### config.mk
export PLATFORM = sky130hd
export DESIGN_NAME = pwm_ctrl
export DESIGN_NICKNAME = d
export VERILOG_FILES = /design/src/rtl/pwm_pkg.sv /design/src/rtl/pwm_prescaler.sv /design/src/rtl/pwm_ctrl.sv
export SDC_FILE = /design/constraint.sdc
export NUM_CORES = 1
export LEC_CHECK = 0
export BUFFER_PORTS_ARGS = -buffer_cell sky130_fd_sc_hd__buf_2
export CORE_UTILIZATION = 46
export DETAILED_ROUTE_END_ITERATION = 10
export GPL_ROUTABILITY_DRIVEN = 0
export PLACE_DENSITY_LB_ADDON = 0.2
export SYNTH_ARGS = -nofsm -noshare
export SYNTH_HDL_FRONTEND = slang
export SYNTH_SLANG_ARGS = --single-unit
### constraint.sdc
create_clock -name clock -period 3.6 [get_ports clock]
set_clock_uncertainty 0.15 [all_clocks]
set_input_delay 0.54 -clock clock [delete_from_list [all_inputs] [get_ports clock]]
set_output_delay 0.54 -clock clock [all_outputs]
set_load 0.005 [all_outputs]
### src/rtl/pwm_pkg.sv
// Shared register-map constants and FSM state type for the PWM controller.
package pwm_pkg;

  localparam int unsigned REG_CTRL     = 0;
  localparam int unsigned REG_PRESCALE = 1;
  localparam int unsigned REG_TOP      = 2;
  localparam int unsigned REG_DUTY0    = 3;

  localparam int unsigned CTRL_EN_BIT  = 7;
  localparam int unsigned CTRL_INV_LSB = 4;

  typedef enum logic {
    IDLE,
    RUN
  } pwm_state_t;

endpackage

### src/rtl/pwm_prescaler.sv
// Clock prescaler for pwm_ctrl: counts 0..p and pulses tick on the terminal count.
module pwm_prescaler
  import pwm_pkg::*;
#(
  parameter int unsigned REG_W = 8
) (
  input  logic             clock,
  input  logic             reset,
  input  logic             clear,
  input  logic [REG_W-1:0] p,
  output logic             tick
);

  logic [REG_W-1:0] pre_cnt_q, pre_cnt_d;

  assign tick = !clear && (pre_cnt_q == p);

  always_comb begin
    pre_cnt_d = pre_cnt_q + 1'b1;
    if (clear || tick) begin
      pre_cnt_d = '0;
    end
  end

  always_ff @(posedge clock) begin
    if (reset) begin
      pre_cnt_q <= '0;
    end else begin
      pre_cnt_q <= pre_cnt_d;
    end
  end

endmodule

### src/rtl/pwm_ctrl.sv
// Multi-channel PWM generator with double-buffered period/duty registers.
// Optional feature macro: PWM_INVERT_EN (per-channel output invert for channels 0/1).
module pwm_ctrl
  import pwm_pkg::*;
#(
  parameter int unsigned NUM_CH = 2,
  parameter int unsigned REG_W  = 8
) (
  input  logic                clock,
  input  logic                reset,
  input  logic [16*REG_W-1:0] registers_packed,
  output logic [NUM_CH-1:0]   pwm,
  output logic                period_tick,
  output logic                running
);

  pwm_state_t        state_q, state_d;
  logic [REG_W-1:0]  cnt_q, cnt_d;
  logic [REG_W-1:0]  p_sh_q, p_sh_d, t_sh_q, t_sh_d;
  logic [REG_W-1:0]  d_sh_q [NUM_CH];
  logic [REG_W-1:0]  d_sh_d [NUM_CH];
  logic [NUM_CH-1:0] en_sh_q, en_sh_d;
  logic [NUM_CH-1:0] pwm_q, pwm_d;
  logic              period_tick_q, period_tick_d;
  logic [REG_W-1:0]  ctrl_reg;
  logic              go, pre_tick, pre_clear, load;
  logic              unused_regs;
`ifdef PWM_INVERT_EN
  logic [1:0]        inv_sh_q, inv_sh_d;
`endif

  assign ctrl_reg    = registers_packed[REG_CTRL*REG_W +: REG_W];
  assign go          = ctrl_reg[CTRL_EN_BIT];
  assign pre_clear   = (state_q != RUN) || !go;
  assign unused_regs = ^registers_packed;

  pwm_prescaler #(.REG_W(REG_W)) u_prescaler (
    .clock (clock),
    .reset (reset),
    .clear (pre_clear),
    .p     (p_sh_q),
    .tick  (pre_tick)
  );

  always_comb begin
    state_d       = state_q;
    cnt_d         = cnt_q;
    p_sh_d        = p_sh_q;
    t_sh_d        = t_sh_q;
    d_sh_d        = d_sh_q;
    en_sh_d       = en_sh_q;
    period_tick_d = 1'b0;
    load          = 1'b0;
    pwm_d         = '0;
`ifdef PWM_INVERT_EN
    inv_sh_d      = inv_sh_q;
`endif

    case (state_q)
      IDLE: begin
        load  = 1'b1;
        cnt_d = '0;
        if (go) state_d = RUN;
      end
      RUN: begin
        if (!go) begin
          state_d = IDLE;
          cnt_d   = '0;
        end else if (pre_tick) begin
          if (cnt_q == t_sh_q) begin
            cnt_d         = '0;
            period_tick_d = 1'b1;
            load          = 1'b1;
          end else begin
            cnt_d = cnt_q + 1'b1;
          end
        end
      end
      default: state_d = IDLE;
    endcase

    if (load) begin
      p_sh_d  = registers_packed[REG_PRESCALE*REG_W +: REG_W];
      t_sh_d  = registers_packed[REG_TOP*REG_W +: REG_W];
      en_sh_d = ctrl_reg[NUM_CH-1:0];
      for (int unsigned i = 0; i < NUM_CH; i++) begin
        d_sh_d[i] = registers_packed[(REG_DUTY0+i)*REG_W +: REG_W];
      end
`ifdef PWM_INVERT_EN
      inv_sh_d = ctrl_reg[CTRL_INV_LSB +: 2];
`endif
    end

    // Compare on the next count/shadows so pwm_q lines up with cnt_q and the
    // new duty is visible in the same cycle as period_tick.
    for (int unsigned i = 0; i < NUM_CH; i++) begin
      pwm_d[i] = (state_d == RUN) && en_sh_d[i] && (cnt_d < d_sh_d[i]);
`ifdef PWM_INVERT_EN
      if (i < 2) pwm_d[i] = pwm_d[i] ^ inv_sh_d[i[0]];
`endif
    end
  end

  always_ff @(posedge clock) begin
    if (reset) begin
      state_q       <= IDLE;
      cnt_q         <= '0;
      p_sh_q        <= '0;
      t_sh_q        <= '0;
      en_sh_q       <= '0;
      pwm_q         <= '0;
      period_tick_q <= 1'b0;
      for (int unsigned i = 0; i < NUM_CH; i++) d_sh_q[i] <= '0;
`ifdef PWM_INVERT_EN
      inv_sh_q      <= '0;
`endif
    end else begin
      state_q       <= state_d;
      cnt_q         <= cnt_d;
      p_sh_q        <= p_sh_d;
      t_sh_q        <= t_sh_d;
      en_sh_q       <= en_sh_d;
      pwm_q         <= pwm_d;
      period_tick_q <= period_tick_d;
      for (int unsigned i = 0; i < NUM_CH; i++) d_sh_q[i] <= d_sh_d[i];
`ifdef PWM_INVERT_EN
      inv_sh_q      <= inv_sh_d;
`endif
    end
  end

  assign pwm         = pwm_q;
  assign period_tick = period_tick_q;
  assign running     = (state_q == RUN);

endmodule

==> results.cfg <==
[outcome]
status = complete, no violations

[routing]
totalWireLength_um = 5168
vias = 2093
wl_per_cell_um = 12.54
drc = 0
drt.antenna.violating_nets = 0
drt_iter0_drc = 106
dr.pass1.iters = 4
routed_via_density = 5.080

[global_route]
grt_usage_pct = 18.61
grt_start_max_net_pins = 39
grt_pass1_vias = 2004
grt_pass1_wl_um = 9039
grt-ovfl-total = 0
antenna_found_initial = 0

[clock_network]
clock-sinks = 54
htreeDepth = 2
cts_tree = done
ctsHoldBuffers = 0
ctsLongestPathBuffers = 2
cts-buffers-inserted = 5
clk-insertion-delay-late_ns = 0.31
clk_pin_slew_worst_paths_ns = 0.09
postCtsResizedCells = 0
ctsRootBufferMaster = clkbuf_8
post_cts_buffers = 0

[final_layout]
nFillCells = 523
finalNetCount = 485
layout_common_cells = dfxtp_1 (54), nand2_1 (48), nor2_1 (43)
stdcell_count = 412
layout_commonest_cell = dfxtp_1
antenna_cells = 0
seqCellArea_um2 = 1081
multi_input_area_um2 = 1505
final_core_utilization_pct = 54.84
drive_gt1_share_pct = 20.29
area_growth_pct = 13.42

[die]
dieWidth_um = 78.55
start_util_pct = 48.35
row_count = 27
coreArea_um2 = 5574
fp.dieH_um = 78.55
die_area_um2 = 6169
io_pins = 134

[setup_path]
required_ns = 3.68
critPathKind = flip-flop to flip-flop
arrival_ns = 3.20
slowest_stage = a21boi_4
endpoint_kind = flip-flop
max_stage_delay_ns = 0.74
critPathBufInv = 0
crit_chain = xor2_1, nor4_2, and2_1, a21boi_4, mux2i_2, ha_1, a21oi_1, o221ai_1, a211oi_1
startpoint_type = flip-flop
critical-path-top-delay-family = compound AO/OA/AOI/OAI gates
path_max_fanout = 17

[yosys]
yosysWarnings = 0
synth_ff_type = dfxtp_1
yosys.area.top_type = dfxtp_1
netlist_top_cells_area = dfxtp_1 (40%), xor2_1 (8.1%), ha_1 (7.4%)
synth.top_cell.area_share_pct = 40.11
synthCells = 302
synth.avg_cell_area_um2 = 8.924
syn-num-nets = 448
synth_edf_count = 0
async_reset_ff_share_pct = 0
synth_seq_cells = 54
yosysSeqAreaShare_pct = 40.11
synthesis.area_um2 = 2695
ys_types = 33

[timing]
post-route-period-util_pct = 86.85
finalCriticalPeriod_ns = 3.127
setup_viol = 0
setup_tns_ns = 0
hold_viol_final = 0
slew_viol_final = 0
tightest_slew_ns = 0.8697
relSlewSlack_pct = 41.87
rsz0062_at_grt = false
fmax_mhz = 319.8

[placed_design]
hpwlAfterDp_um = 3827
port_buffers = 40
dp_cells = 404

[hold_path]
hold_class = input pin to flip-flop

[job]
drv_cap = 0

[pwr]
pwr_density_cell_nw_per_um2 = 418.0
power_leakage_nw = 1.366
ir_worst_vdd_mv = 0.3135
## registers in the layout, summed over array words and instances (netlist names)
name,flops
d_sh_q,16
cnt_q,8
p_sh_q,8
t_sh_q,8
u_prescaler.pre_cnt_q,8
en_sh_q,2
pwm,2
period_tick,1
running,1
## worst reg2reg max path: cells and delay by family, from the launching register on
family	cells	cell delay, ns
xor gates and xnor gates	1	0.21
DFF	1	0.50
adders and majority gates	1	0.28
muxes	1	0.34
AOI/OAI and AO/OA	4	1.22
and+or+nand+nor	2	0.36
## power by group
group | total, W | leakage, nW | switching (W) | internal (W)
registers | 0.000637 | 0.444 | 0.0000136 | 0.000623
logic | 0.000145 | 0.851 | 0.0000809 | 0.0000640
clock network | 0.000496 | 0.0714 | 0.000200 | 0.000296
total | 0.00128 | 1.37 | 0.000294 | 0.000984
## cells in the mapped netlist (5+ instances only)
cell and n:
nor2_1 43, ha_1 16, a21oi_1 29, and3_1 7
xor2_1 25, inv_1 6, dfxtp_1 54, nand2_1 48
nand3_1 9, clkbuf_1 5, mux2i_2 12, a211oi_1 5
## path summary, 6_finish.rpt
path | startpoint | to | slack (ns) | depth (start not counted)
setup / recovery | cnt_q[0] | pwm[0] | 0.47 | 9
hold / removal | registers_packed[17] | t_sh_q[1] | 0.31 | 3
setup reg to reg | cnt_q[0] | pwm[0] | 0.47 | 9
hold reg to reg | d_sh_q[0] | d_sh_q[0] | 0.31 | 2
## final cells by class
type | instances | share of cell area [%]
clock buffer | 6 | 2.702
clock inverter | 2 | 1.965
inverter | 6 | 0.7368
multi-input combinational | 230 | 49.24
sequential | 54 | 35.37
tap | 72 | 2.947
timing repair buffer | 42 | 7.041
## metal layers
metal | wire length (um) | GRT usage, % | vias up | part of all wire [%]
li1 | - | - | 1106 | -
met1 | 2657 | 26.27 | 953 | 51
met2 | 2294 | 28.52 | 27 | 44
met3 | 152 | 3.488 | 7 | 2.9
met4 | 65 | 5.556 | 0 | 1.3
met5 | 0 | 0 | - | 0
## stage by stage
| stage | power, W | area, um^2 | hold slack (ns) | setup slack, ns |
|---|---|---|---|---|
| global route | 0.001338 | 3057 | 0.3124 | 0.1539 |
| global placement | 0.0007936 | 2914 | 0.2888 | 0.4115 |
| finish | 0.001278 | 3057 | 0.3083 | 0.4733 |
| CTS | 0.001291 | 3057 | 0.2995 | 0.4437 |
| floorplan | 0.0007558 | 2695 | 0.2819 | 1.061 |
| detailed placement | 0.0007973 | 2914 | 0.2966 | 0.4203 |
## kinds of logic after synthesis
family / after synthesis / synth area share (%)
flip-flops: 54 / 40.11
adder cells (fa/ha/maj): 16 / 7.428
AO/OA/AOI/OAI: 47 / 10.68
buffers and inverters: 18 / 4.317
XOR/XNOR: 26 / 8.449
multiplexers: 16 / 7.614
AND/OR/NAND/NOR: 125 / 21.40
Power figures use the tool's default switching activity.
